### src/rtl/mem_requester_if.sv
`default_nettype none
// ============================================================================
// Module      : mem_requester_if
// Description : Bundles the command, response and memory-strobe signals of
//               the 256-bit word memory requester.
//               master : the requester (drives reqReady, rsp*, busy, mem*)
//               slave  : command source / response sink / memory responder
//               Command : reqValid, reqReady, reqRW, reqAddr, reqLen, reqData
//               Response: rspValid, rspRW, rspData, busy
//               Memory  : memAddr, memRW, memWrite, memDo, memBus
// Revision    : 1.0 - initial release
// ============================================================================
interface mem_requester_if #(
    parameter int ADDR_W = 8,
    parameter int DATA_W = 256
);
    logic              reqValid;
    logic              reqReady;
    logic              reqRW;
    logic [ADDR_W-1:0] reqAddr;
    logic [3:0]        reqLen;
    logic [DATA_W-1:0] reqData;
    logic              rspValid;
    logic              rspRW;
    logic [DATA_W-1:0] rspData;
    logic              busy;
    logic [ADDR_W-1:0] memAddr;
    logic              memRW;
    logic [DATA_W-1:0] memWrite;
    logic              memDo;
    logic [DATA_W-1:0] memBus;

    modport master (
        input  reqValid, reqRW, reqAddr, reqLen, reqData, memBus,
        output reqReady, rspValid, rspRW, rspData, busy,
               memAddr, memRW, memWrite, memDo
    );

    modport slave (
        output reqValid, reqRW, reqAddr, reqLen, reqData, memBus,
        input  reqReady, rspValid, rspRW, rspData, busy,
               memAddr, memRW, memWrite, memDo
    );
endinterface
`default_nettype wire

### src/rtl/mem_requester.sv
`default_nettype none
// ============================================================================
// Module      : mem_requester
// Description : Initiator of the strobe-based word memory interface. Accepts
//               single-word writes and 1..8 beat address-incrementing read
//               bursts, sequences memAddr/memRW/memWrite/memDo toward the
//               responder and returns each beat on a one-cycle rspValid.
//               Ports: clk, nReset (async active-low), bus (master modport
//               of mem_requester_if carrying command, response and memory
//               signals).
// Revision    : 1.0 - initial release
// ============================================================================
module mem_requester #(
    parameter int ADDR_W = 8,
    parameter int DATA_W = 256,
    parameter int DEPTH  = 8
) (
    input  wire logic       clk,
    input  wire logic       nReset,
    mem_requester_if.master bus
);

    localparam logic [ADDR_W-1:0] c_depth    = ADDR_W'(DEPTH);
    localparam logic [ADDR_W-1:0] c_lastAddr = ADDR_W'(DEPTH - 1);

    typedef enum logic [1:0] {
        S_IDLE    = 2'd0,
        S_SETUP   = 2'd1,
        S_STROBE  = 2'd2,
        S_CAPTURE = 2'd3
    } state_t;

    state_t            r_state;
    state_t            w_nextState;
    logic              w_accept;
    logic              w_moreBeats;
    logic [3:0]        w_len;
    logic [3:0]        r_beats;
    logic [ADDR_W-1:0] r_memAddr;
    logic              r_memRW;
    logic [DATA_W-1:0] r_memWrite;
    logic              r_memDo;
    logic              r_rspValid;
    logic              r_rspRW;
    logic [DATA_W-1:0] r_rspData;

    // State register
    always_ff @(posedge clk or negedge nReset) begin
        if (!nReset) begin
            r_state <= S_IDLE;
        end else begin
            r_state <= w_nextState;
        end
    end

    // Next-state and command-accept decode
    always_comb begin
        w_nextState = r_state;
        w_accept    = 1'b0;
        w_moreBeats = (r_beats > 4'd1);
        // Length 0 means one beat; anything above 8 is clamped to 8
        w_len = bus.reqLen;
        if (bus.reqLen == 4'd0) begin
            w_len = 4'd1;
        end else if (bus.reqLen > 4'd8) begin
            w_len = 4'd8;
        end
        case (r_state)
            S_IDLE: begin
                if (bus.reqValid) begin
                    w_accept    = 1'b1;
                    w_nextState = S_SETUP;
                end
            end
            S_SETUP:   w_nextState = S_STROBE;
            S_STROBE:  w_nextState = S_CAPTURE;
            S_CAPTURE: w_nextState = w_moreBeats ? S_SETUP : S_IDLE;
            default:   w_nextState = S_IDLE;
        endcase
    end

    // Datapath. Address/direction/write data are only updated on the edges
    // that enter SETUP (accept, or CAPTURE with beats left), so they are
    // guaranteed stable across the whole memDo pulse.
    always_ff @(posedge clk or negedge nReset) begin
        if (!nReset) begin
            r_beats    <= 4'd0;
            r_memAddr  <= '0;
            r_memRW    <= 1'b1;
            r_memWrite <= '0;
            r_memDo    <= 1'b0;
            r_rspValid <= 1'b0;
            r_rspRW    <= 1'b1;
            r_rspData  <= '0;
        end else begin
            r_rspValid <= 1'b0;
            // Registered strobe: high exactly for the STROBE state
            r_memDo    <= (w_nextState == S_STROBE);
            if (w_accept) begin
                r_memAddr  <= bus.reqAddr % c_depth;
                r_memRW    <= bus.reqRW;
                r_memWrite <= bus.reqData;
                r_beats    <= bus.reqRW ? w_len : 4'd1;
            end
            if (r_state == S_CAPTURE) begin
                r_rspValid <= 1'b1;
                r_rspRW    <= r_memRW;
                if (r_memRW) begin
                    r_rspData <= bus.memBus;
                end
                r_beats <= r_beats - 4'd1;
                if (w_moreBeats) begin
                    r_memAddr <= (r_memAddr == c_lastAddr) ? '0
                                                           : r_memAddr + ADDR_W'(1);
                end
            end
        end
    end

    assign bus.reqReady = (r_state == S_IDLE);
    assign bus.busy     = (r_state != S_IDLE);
    assign bus.memAddr  = r_memAddr;
    assign bus.memRW    = r_memRW;
    assign bus.memWrite = r_memWrite;
    assign bus.memDo    = r_memDo;
    assign bus.rspValid = r_rspValid;
    assign bus.rspRW    = r_rspRW;
    assign bus.rspData  = r_rspData;

endmodule
`default_nettype wire

### src/flat_wrapper.sv
// flat-port wrapper written by rule: the top's interface ports become plain ports
module mem_requester_flat 
#(
    parameter int ADDR_W = 8,
    parameter int DATA_W = 256,
    parameter int DEPTH  = 8
)
  (clk, nReset, bus_reqValid, bus_reqRW, bus_reqAddr, bus_reqLen, bus_reqData, bus_memBus, bus_reqReady, bus_rspValid, bus_rspRW, bus_rspData, bus_busy, bus_memAddr, bus_memRW, bus_memWrite, bus_memDo);
  mem_requester_if #(.ADDR_W(ADDR_W), .DATA_W(DATA_W)) bus_i ();
  input  wire logic clk;
  input  wire logic nReset;
  input wire logic [$bits(bus_i.reqValid)-1:0] bus_reqValid;
  input wire logic [$bits(bus_i.reqRW)-1:0] bus_reqRW;
  input wire logic [$bits(bus_i.reqAddr)-1:0] bus_reqAddr;
  input wire logic [$bits(bus_i.reqLen)-1:0] bus_reqLen;
  input wire logic [$bits(bus_i.reqData)-1:0] bus_reqData;
  input wire logic [$bits(bus_i.memBus)-1:0] bus_memBus;
  output wire logic [$bits(bus_i.reqReady)-1:0] bus_reqReady;
  output wire logic [$bits(bus_i.rspValid)-1:0] bus_rspValid;
  output wire logic [$bits(bus_i.rspRW)-1:0] bus_rspRW;
  output wire logic [$bits(bus_i.rspData)-1:0] bus_rspData;
  output wire logic [$bits(bus_i.busy)-1:0] bus_busy;
  output wire logic [$bits(bus_i.memAddr)-1:0] bus_memAddr;
  output wire logic [$bits(bus_i.memRW)-1:0] bus_memRW;
  output wire logic [$bits(bus_i.memWrite)-1:0] bus_memWrite;
  output wire logic [$bits(bus_i.memDo)-1:0] bus_memDo;
  assign bus_i.reqValid = bus_reqValid;
  assign bus_i.reqRW = bus_reqRW;
  assign bus_i.reqAddr = bus_reqAddr;
  assign bus_i.reqLen = bus_reqLen;
  assign bus_i.reqData = bus_reqData;
  assign bus_i.memBus = bus_memBus;
  assign bus_reqReady = bus_i.reqReady;
  assign bus_rspValid = bus_i.rspValid;
  assign bus_rspRW = bus_i.rspRW;
  assign bus_rspData = bus_i.rspData;
  assign bus_busy = bus_i.busy;
  assign bus_memAddr = bus_i.memAddr;
  assign bus_memRW = bus_i.memRW;
  assign bus_memWrite = bus_i.memWrite;
  assign bus_memDo = bus_i.memDo;
  mem_requester #(.ADDR_W(ADDR_W), .DATA_W(DATA_W), .DEPTH(DEPTH)) u_core (.clk(clk), .nReset(nReset), .bus(bus_i));
endmodule
### config.mk
export PLATFORM = sky130hd
export DESIGN_NAME = mem_requester_flat
export DESIGN_NICKNAME = d
export VERILOG_FILES = /design/src/rtl/mem_requester_if.sv /design/src/rtl/mem_requester.sv /design/src/flat_wrapper.sv
export SDC_FILE = /design/constraint.sdc
export NUM_CORES = 1
export LEC_CHECK = 0
export ABC_AREA = 1
export BUFFER_PORTS_ARGS = -buffer_cell sky130_fd_sc_hd__buf_2
export CAP_MARGIN = 20
export CORE_AREA = 4 4 414 416
export DETAILED_ROUTE_END_ITERATION = 10
export DIE_AREA = 0 0 418 420
export PLACE_DENSITY_LB_ADDON = 0.1
export SLEW_MARGIN = 10
export SYNTH_ARGS = -nofsm -noshare
export SYNTH_HDL_FRONTEND = slang
export SYNTH_SLANG_ARGS = --single-unit
### constraint.sdc
create_clock -name clk -period 2 [get_ports clk]
set_clock_uncertainty 0.2 [all_clocks]
set_input_delay 0.1 -clock clk [delete_from_list [all_inputs] [get_ports clk]]
set_output_delay 0.1 -clock clk [all_outputs]
set_load 0.005 [all_outputs]
==> flow_metrics.py, run 1 <==
metrics = {
    "synthesis": {
        "synth_cells": 1759,
        "syn_avg_cell_area_um2": 11.5,
        "yosys_warnings": 0,
        "synth-edff-count": 0,
        "netlist_area_um2": 20200,
        "ys_ff_latch": 530,
        "async_flop_share_pct": 100,
        "synth_nets": 2294,
        "synthFlopType": "dfrtp_1",
        "ys_types": 24,
        "ys_seq_area_share_pct": 65.8,
    },
    "clocking": {
        "cts_made_buffers": 75,
        "clkSinkCount": 530,
        "clk_pin_slew_ps": 60,
        "clock-root-buffer": "clkbuf_16",
        "worstSkewPairLatency_ps": 640,
        "cts.path.max_buffers": 3,
        "htreeDepth": 3,
        "cts_tree": "built",
    },
    "timing": {
        "fmax_ghz": 0.533,
        "setup_viol": 0,
        "tightest_slew_ps": 436,
        "slew_violations": 0,
        "relSlewSlack_pct": 70.9,
        "final-hold-violation-count": 0,
        "grt_setup_unrepaired": "yes",
        "setup_ws_ps": 125,
        "fin_setup_tns_ps": 0,
        "post-route-period-util_pct": 93.8,
        "period_minus_slack_ps": 1880,
    },
    "final_layout": {
        "final_cell_mix": "1047 x buf_2, 1005 x dlygate4sd3_1, 805 x nand2_1, 528 x dfrtp_1, 256 x mux2_2",
        "drive_gt1_share_pct": 38.2,
        "multi_input_area_um2": 6330,
        "area_delta_synth_final_pct": 104,
        "utilization_pct": 24.6,
        "nets": 4422,
        "final_cells": 6152,
        "layout_commonest_cell": "buf_2",
        "fill_cells": 18243,
        "seq_area_um2": 13300,
    },
    "drt": {
        "vias": 20373,
        "drt.antenna.violating_nets": 0,
        "avgViaCountPerCell": 3.31,
        "route.detailed.drc": 0,
        "firstDrtPassIters": 4,
        "dr.first_iter.drc_count": 513,
        "finalWirelength_um": 102000,
        "post_drt_wl_per_cell_um": 16.5,
    },
    "worst_setup_path": {
        "critPathArrivalTime_ps": 2200,
        "crit_path_start_kind": "register",
        "cp_max_fo": 42,
        "cp.required_ps": 2320,
        "endpoint_kind": "register",
        "crit_type": "reg -> reg",
    },
    "floorplan": {
        "rows": 150,
        "die_height_um": 420,
        "io_pins": 1054,
        "initial_core_util_pct": 12.1,
        "die_area_um2": 176000,
        "die_width_um": 418,
        "core_um2": 167000,
    },
    "placed_design": {
        "pre_cts_ws_ps": -3.90,
        "placed_cells": 5001,
        "io_buffers": 1048,
        "hpwlAfterDp_um": 74600,
        "gp_congestion": 0.729,
    },
    "min_path": {
        "hp-class": "in -> reg",
    },
    "grt": {
        "grt_pass1_wl_um": 146000,
        "grtUsageTotal_pct": 11.1,
        "grt_max_degree": 64,
        "grt_pass1_vias": 22540,
        "antenna_found_initial": 6,
        "grt-ovfl-total": 0,
    },
    "pwr": {
        "p_leak_nw": 20.2,
        "ir_drop_mv": 0.487,
        "pwr_density_cell_nw_per_um2": 803,
    },
    "run_status": {
        "status": "finished, final reports clean",
    },
    "job": {
        "cap_violations": 0,
    },
}
-- registers in the layout (all words and copies together), names as in the netlist --
name,count
u_core.bus.memRW,1
u_core.bus.rspValid,1
u_core.bus.memDo,1
u_core.bus.memAddr,8
u_core.bus.memWrite,256
u_core.r_state,2
u_core.r_beats,4
u_core.bus.rspRW,1
u_core.bus.rspData,256
-- logic make-up (layout without fill, tap and decap cells) --
group	Yosys count	after routing	synth area share, %
adders and majority gates	7	7	0.434
muxes	256	256	14.3
DFF	530	530	65.8
AOI/OAI and AO/OA	18	18	0.527
xor gates and xnor gates	2	2	0.0869
other	0	7	0
and+or+nand+nor	839	841	15.8
buffers and inverters	107	2287	3.12
-- critical path, stage by stage (launching register included) --
cell     delay, ps
dfrtp_1        410
ha_2           310
nand2_8        180
buf_16         270
mux2_2         370
-- worst paths after layout --
kind	startpoint	cells past startpoint	slack, ps	to
max	u_core.r_state[0]	4	120	u_core.bus.rspData[15]
min reg2reg	u_core.bus.rspRW	2	260	u_core.bus.rspRW
max in group asynchronous	nReset	3	1030	u_core.bus.memWrite[42]
min in group asynchronous	nReset	3	130	u_core.bus.rspData[177]
min	bus_memBus[144]	3	80	u_core.bus.rspData[144]
max reg2reg	u_core.r_state[0]	4	120	u_core.bus.rspData[15]
-- cells in the mapped netlist, types with 2 or more instances --
cell	instances	area (um2)
nand2_1	806	3030
dfrtp_1	528	13200
mux2_2	256	2880
buf_2	26	130
buf_6	26	293
clkbuf_1	26	97.6
inv_1	20	75.1
nor2_1	14	52.6
nand3_1	13	65.1
o21ai_0	10	50.1
buf_1	8	30.0
ha_1	7	87.6
o211ai_1	3	22.5
a21oi_1	2	10.0
dfstp_2	2	52.6
nand4_1	2	12.5
o21bai_1	2	15.0
or2_2	2	12.5
-- metal layers --
metal	global-route usage [%]	wire, um
met2	20.2	52200
met1	11.7	37900
met5	0	13
met3	3.90	7660
met4	4.32	3910
-- through the flow --
stage | instance area, um2 | total power (W) | hold WS (ps)
3_5_place_dp | 28600 | 0.0187 | -100
4_1_cts | 41000 | 0.0339 | 0.333
5_1_grt | 41100 | 0.0351 | 23.4
3_3_place_gp | 28600 | 0.0188 | -95.0
6_report | 41100 | 0.0330 | 84.4
2_1_floorplan | 20200 | 0.0152 | -396
-- final cells by class --
type                       count  area share (%)
timing repair buffer        2135            39.6
tap                         2204            6.71
antenna                        7          0.0426
inverter                      21           0.210
sequential                   530            32.3
multi-input combinational   1124            15.4
clock inverter                15           0.332
clock buffer                 116            5.43
-- report_power, final --
part / switching, W / total, W / internal [W]
combinational: 0.00336 / 0.00730 / 0.00394
clock: 0.00526 / 0.0130 / 0.00779
sequential: 0.000674 / 0.0127 / 0.0120
-- repair_timing --
item	CTS	global route
setup endpoints to repair	5	126
resized for setup	4	6
setup buffers	1	4
cloned	0	2
hold buffers	1006	0
pin swaps	0	1
hold endpoints to repair	1056	0
No activity file was read; power rests on OpenSTA's default activity.
==> run 2: changes to the inputs <==
--- a/config.mk
+++ b/config.mk
@@ -6,7 +6,7 @@
 export NUM_CORES = 1
 export LEC_CHECK = 0
 export ABC_AREA = 1
-export BUFFER_PORTS_ARGS = -buffer_cell sky130_fd_sc_hd__buf_2
+export BUFFER_PORTS_ARGS = -buffer_cell sky130_fd_sc_hd__clkbuf_2
 export CAP_MARGIN = 20
 export CORE_AREA = 4 4 414 416
 export DETAILED_ROUTE_END_ITERATION = 10
==> run 2 against run 1 <==
Effect of this change:
- non-clock buffer count down 15
- fmax down 1.2%
- final area shrank 0.27%
- setup slack worse by 24 ps
- die area stayed put
- final cell count down 0.31%
- critical path depth is 3 higher
- clock power is 3% higher
- critical endpoint is now u_core.bus.memRW
- largest power group unchanged
- highest routed layer is now met4
==> flow_metrics.py, run 2 (synthesized netlist as in run 1, its figures left out) <==
metrics = {
    "pwr": {
        "ir_drop_mv": 0.590,
        "power_w": 0.0335,
        "pwr_density_cell_nw_per_um2": 816,
        "p_leak_nw": 20.3,
    },
    "timing": {
        "relSlewSlack_pct": 71.9,
        "grt_setup_unrepaired": "yes",
        "setup_ws_ps": 101,
        "worst_hold_slack_ps": 80.4,
        "fmax_ghz": 0.527,
        "fin_setup_tns_ps": 0,
        "tightest_slew_ps": 422,
        "period_minus_slack_ps": 1900,
        "post-route-period-util_pct": 94.9,
        "slew_violations": 0,
        "final-hold-violation-count": 0,
        "setup_viol": 0,
    },
    "run_status": {
        "status": "finished, final reports clean",
    },
    "worst_setup_path": {
        "critPathArrivalTime_ps": 2290,
        "regToRegStartpoint": "u_core.r_state[1]",
        "endpoint_kind": "register",
        "cp.required_ps": 2390,
        "cp_max_fo": 9,
        "r2r_cells": 7,
        "crit_path_start_kind": "register",
        "crit_type": "reg -> reg",
        "rrSetupSlack_ps": 100,
        "rr_endpoint": "u_core.bus.memRW",
    },
    "floorplan": {
        "die_height_um": 420,
        "initial_core_util_pct": 12.1,
        "die_width_um": 418,
        "rows": 150,
        "die_area_um2": 176000,
        "core_um2": 167000,
        "io_pins": 1054,
    },
    "grt": {
        "grt_pass1_wl_um": 146000,
        "grt-ovfl-total": 0,
        "grt_pass1_vias": 22405,
        "antenna_found_initial": 4,
        "grt_max_degree": 60,
        "grtUsageTotal_pct": 11.0,
    },
    "drt": {
        "vias": 20354,
        "post_drt_wl_per_cell_um": 16.6,
        "firstDrtPassIters": 4,
        "finalWirelength_um": 102000,
        "drt.antenna.violating_nets": 0,
        "avgViaCountPerCell": 3.32,
        "route.detailed.drc": 0,
        "dr.first_iter.drc_count": 683,
    },
    "min_path": {
        "hp-class": "in -> reg",
        "hold_end": "u_core.bus.rspData[238]",
        "hold_depth": 3,
        "worstHoldStart": "bus_memBus[238]",
    },
    "clocking": {
        "cts_tree": "built",
        "cts_made_buffers": 74,
        "clk_pin_slew_ps": 50,
        "clock-root-buffer": "clkbuf_16",
        "cts.path.max_buffers": 3,
        "clkSinkCount": 530,
        "worstSkewPairLatency_ps": 660,
        "htreeDepth": 3,
    },
    "placed_design": {
        "pre_cts_ws_ps": -26.6,
        "placed_cells": 5009,
        "hpwlAfterDp_um": 75600,
        "gp_congestion": 0.721,
        "io_buffers": 1048,
    },
    "final_layout": {
        "area_delta_synth_final_pct": 103,
        "final_cell_mix": "1046 x clkbuf_2, 980 x dlygate4sd3_1, 805 x nand2_1, 527 x dfrtp_1, 256 x mux2_2",
        "final_cells": 6133,
        "layout_commonest_cell": "clkbuf_2",
        "nets": 4406,
        "drive_gt1_share_pct": 38.7,
        "fill_cells": 18321,
    },
    "job": {
        "cap_violations": 0,
    },
}
==> run 2: per-layer routing <==
metal	up-vias	track usage, %	wire length (um)
met3	141	3.42	7150
li1	9837	-	-
met1	9696	11.6	38200
met5	-	0	0
met2	680	20.5	53300
met4	0	4.25	3380
==> run 2: timing repair <==
action,in CTS,in global routing
hold endpoints to repair,1056,0
cloned,0,3
setup endpoints to repair,64,152
pin swaps,0,2
hold buffers,981,0
buffers inserted,1,5
gates resized for setup,5,17
==> run 2: critical path: stages, from the launching register on <==
cell and delay, ps:
dfrtp_2 430, inv_2 100, ha_4 180, nand2_8 110, buf_16 170, nand2_1 50
o21ai_1 50, dlygate4sd3_1 540
==> run 2: how the worst max path moves through the flow <==
stage                      start                 endpoint  cells past startpoint
4_1_cts        u_core.r_state[0]  u_core.bus.rspData[111]                      4
3_5_place_dp   u_core.r_state[0]   u_core.bus.rspData[68]                      4
2_1_floorplan  u_core.r_state[0]    u_core.bus.rspData[0]                      5
6_report       u_core.r_state[1]         u_core.bus.memRW                      7
5_1_grt        u_core.r_state[1]                 bus_busy                      5
3_3_place_gp   u_core.r_state[0]   u_core.bus.rspData[83]                      4
==> run 2: power by group <==
| part | leakage [nW] | switching [W] | internal [W] |
|---|---|---|---|
| sequential | 6.43 | 0.000718 | 0.0120 |
| clock | 1.19 | 0.00545 | 0.00799 |
| combinational | 12.7 | 0.00338 | 0.00391 |
==> run 2: final cells by class <==
type                            count  area (um2)  area share (%)
Antenna cell                        3        7.51          0.0183
Clock buffer                      115        2200            5.36
Clock inverter                     16         243           0.592
Inverter                           21        91.3           0.223
Multi-Input combinational cell   1123        6350            15.5
Sequential cell                   530       13300            32.4
Tap cell                         2204        2760            6.72
Timing Repair Buffer             2120       16100            39.2
Timing Repair inverter              1        8.76          0.0214
==> run 2: stage by stage <==
step                      area, um2  utilization, %
after floorplan               20200               -
after detailed placement      28500            17.1
after global placement        28500            17.1
after CTS                     40800            24.4
after global routing          41000            24.5
final                         41000            24.5
==> run 3: changes to the inputs <==
--- a/config.mk
+++ b/config.mk
@@ -12,6 +12,7 @@
 export DETAILED_ROUTE_END_ITERATION = 10
 export DIE_AREA = 0 0 418 420
 export PLACE_DENSITY_LB_ADDON = 0.1
+export RECOVER_POWER = 100
 export SLEW_MARGIN = 10
 export SYNTH_ARGS = -nofsm -noshare
 export SYNTH_HDL_FRONTEND = slang
==> run 3 against run 2 <==
Effect of this change:
- global-route usage unchanged
- first-iteration DRC count unchanged
- setup slack unchanged
- sequential share of layout area barely moved
- sequential cell count unchanged
- critical path depth is the same
- non-clock buffer count stayed put
- sequential power about the same
- critical endpoint unchanged
- die area unchanged
- worst hold slack unchanged
- total power hardly changed
==> flow_metrics.py, run 3 (synthesized netlist as in run 1, its figures left out) <==
metrics = {
    "run_status": {
        "status": "finished, final reports clean",
    },
    "pwr": {
        "power_w": 0.0335,
        "pwr_density_cell_nw_per_um2": 816,
        "p_leak_nw": 20.3,
        "ir_drop_mv": 0.590,
    },
    "drt": {
        "dr.first_iter.drc_count": 683,
        "drt.antenna.violating_nets": 0,
        "finalWirelength_um": 102000,
        "avgViaCountPerCell": 3.32,
        "firstDrtPassIters": 4,
        "route.detailed.drc": 0,
        "post_drt_wl_per_cell_um": 16.6,
        "vias": 20354,
    },
    "worst_setup_path": {
        "rr_endpoint": "u_core.bus.memRW",
        "worst-path-buf-inv": 3,
        "path_cells": "inv_2, ha_4, nand2_8, buf_16, nand2_1, o21ai_1, dlygate4sd3_1",
        "crit_start": "u_core.r_state[1]",
        "slowest_delay_ps": 540,
        "critPathArrivalTime_ps": 2290,
        "regToRegStartpoint": "u_core.r_state[1]",
        "cp_max_fo": 9,
        "crit_path_start_kind": "register",
        "critPathTopFamily": "buffers and inverters",
        "r2r_cells": 7,
        "endpoint_kind": "register",
        "rrSetupSlack_ps": 100,
        "crit_type": "reg -> reg",
        "cpMaxStageDelayCell": "dlygate4sd3_1",
        "cp.required_ps": 2390,
    },
    "min_path": {
        "hp-class": "in -> reg",
        "hold_depth": 3,
        "hold_end": "u_core.bus.rspData[238]",
        "worstHoldStart": "bus_memBus[238]",
    },
    "placed_design": {
        "io_buffers": 1048,
        "place_area_um2": 28500,
        "placed_cells": 5009,
        "pre_cts_ws_ps": -26.6,
        "gp_congestion": 0.721,
        "hpwlAfterDp_um": 75600,
    },
    "final_layout": {
        "area_delta_synth_final_pct": 103,
        "fill_cells": 18321,
        "nets": 4406,
        "final_cells": 6133,
        "final_cell_mix": "1045 x clkbuf_2, 980 x dlygate4sd3_1, 805 x nand2_1, 527 x dfrtp_1, 256 x mux2_2",
        "layout_commonest_cell": "clkbuf_2",
        "drive_gt1_share_pct": 38.6,
        "stdcell_area_um2": 41000,
    },
    "clocking": {
        "clock-root-buffer": "clkbuf_16",
        "clkSinkCount": 530,
        "worstSkewPairLatency_ps": 660,
        "cts.path.max_buffers": 3,
        "cts_tree": "built",
        "htreeDepth": 3,
        "clk_pin_slew_ps": 50,
        "cts_made_buffers": 74,
    },
    "timing": {
        "period_minus_slack_ps": 1900,
        "fmax_ghz": 0.527,
        "tightest_slew_ps": 422,
        "relSlewSlack_pct": 71.9,
        "slew_violations": 0,
        "final-hold-violation-count": 0,
        "post-route-period-util_pct": 94.9,
        "setup_ws_ps": 101,
        "grt_setup_unrepaired": "yes",
        "setup_viol": 0,
    },
    "grt": {
        "antenna_found_initial": 4,
        "grt-ovfl-total": 0,
        "grt_pass1_wl_um": 146000,
        "grt_pass1_vias": 22405,
        "grtUsageTotal_pct": 11.0,
        "grt_max_degree": 60,
    },
    "floorplan": {
        "die_height_um": 420,
        "initial_core_util_pct": 12.1,
        "die_area_um2": 176000,
        "rows": 150,
        "io_pins": 1054,
        "die_width_um": 418,
        "core_um2": 167000,
    },
    "job": {
        "cap_violations": 0,
    },
}
run 3: cell counts in the layout (fill, tap and decap cells not counted):
Identical to the previous run, type by type.
run 3: worst max-delay path by stage:
stage	to	slack (ps)	cells past startpoint
after CTS	u_core.bus.rspData[111]	-7	4
after global placement	u_core.bus.rspData[83]	-10	4
after detailed placement	u_core.bus.rspData[68]	-30	4
final	u_core.bus.memRW	100	7
after global routing	bus_busy	-20	5
after floorplan	u_core.bus.rspData[0]	270	5
run 3: layout make-up:
class | instances | area, um2 | share of cell area [%]
timing repair buffer | 2120 | 16100 | 39.2
sequential | 530 | 13300 | 32.4
multi-input combinational | 1123 | 6350 | 15.5
tap | 2204 | 2760 | 6.72
clock buffer | 115 | 2200 | 5.36
clock inverter | 16 | 243 | 0.592
inverter | 21 | 91.3 | 0.223
timing repair inverter | 1 | 8.76 | 0.0214
antenna | 3 | 7.51 | 0.0183
run 3: power breakdown:
part | switching (W) | total, W | internal, W
sequential | 0.000718 | 0.0127 | 0.0120
clock | 0.00545 | 0.0134 | 0.00799
combinational | 0.00338 | 0.00729 | 0.00391
total | 0.00954 | 0.0335 | 0.0239
run 3: worst register-to-register path, stage by stage (launching register included):
cell and delay, ps:
dfrtp_2 430, inv_2 100, ha_4 180, nand2_8 110, buf_16 180, nand2_1 50
o21ai_1 50, dlygate4sd3_1 540
run 3: through the flow:
| stage | utilization, % | hold slack, ps | TNS (ps) |
|---|---|---|---|
| after floorplan | - | -396 | 0 |
| after global placement | 17.1 | -153 | -50.9 |
| after detailed placement | 17.1 | -150 | -416 |
| after CTS | 24.4 | 0.557 | -37.7 |
| after global routing | 24.5 | 32.8 | -17.0 |
| final | 24.5 | 80.4 | 0 |
run 3: per-layer routing:
layer,vias to the layer above,global-route usage (%),part of all wire [%]
met5,-,0,0
met4,0,4.25,3.3
met3,141,3.42,7.0
met2,680,20.5,52
met1,9696,11.6,37
li1,9837,-,-
run 3: what timing repair did:
action,in CTS,in global routing
gates cloned,0,3
buffers inserted,1,5
gates resized for setup,5,17
endpoints found under the hold margin,1056,0
endpoints found under the setup margin,64,152
pin swaps,0,2
hold buffers,981,0
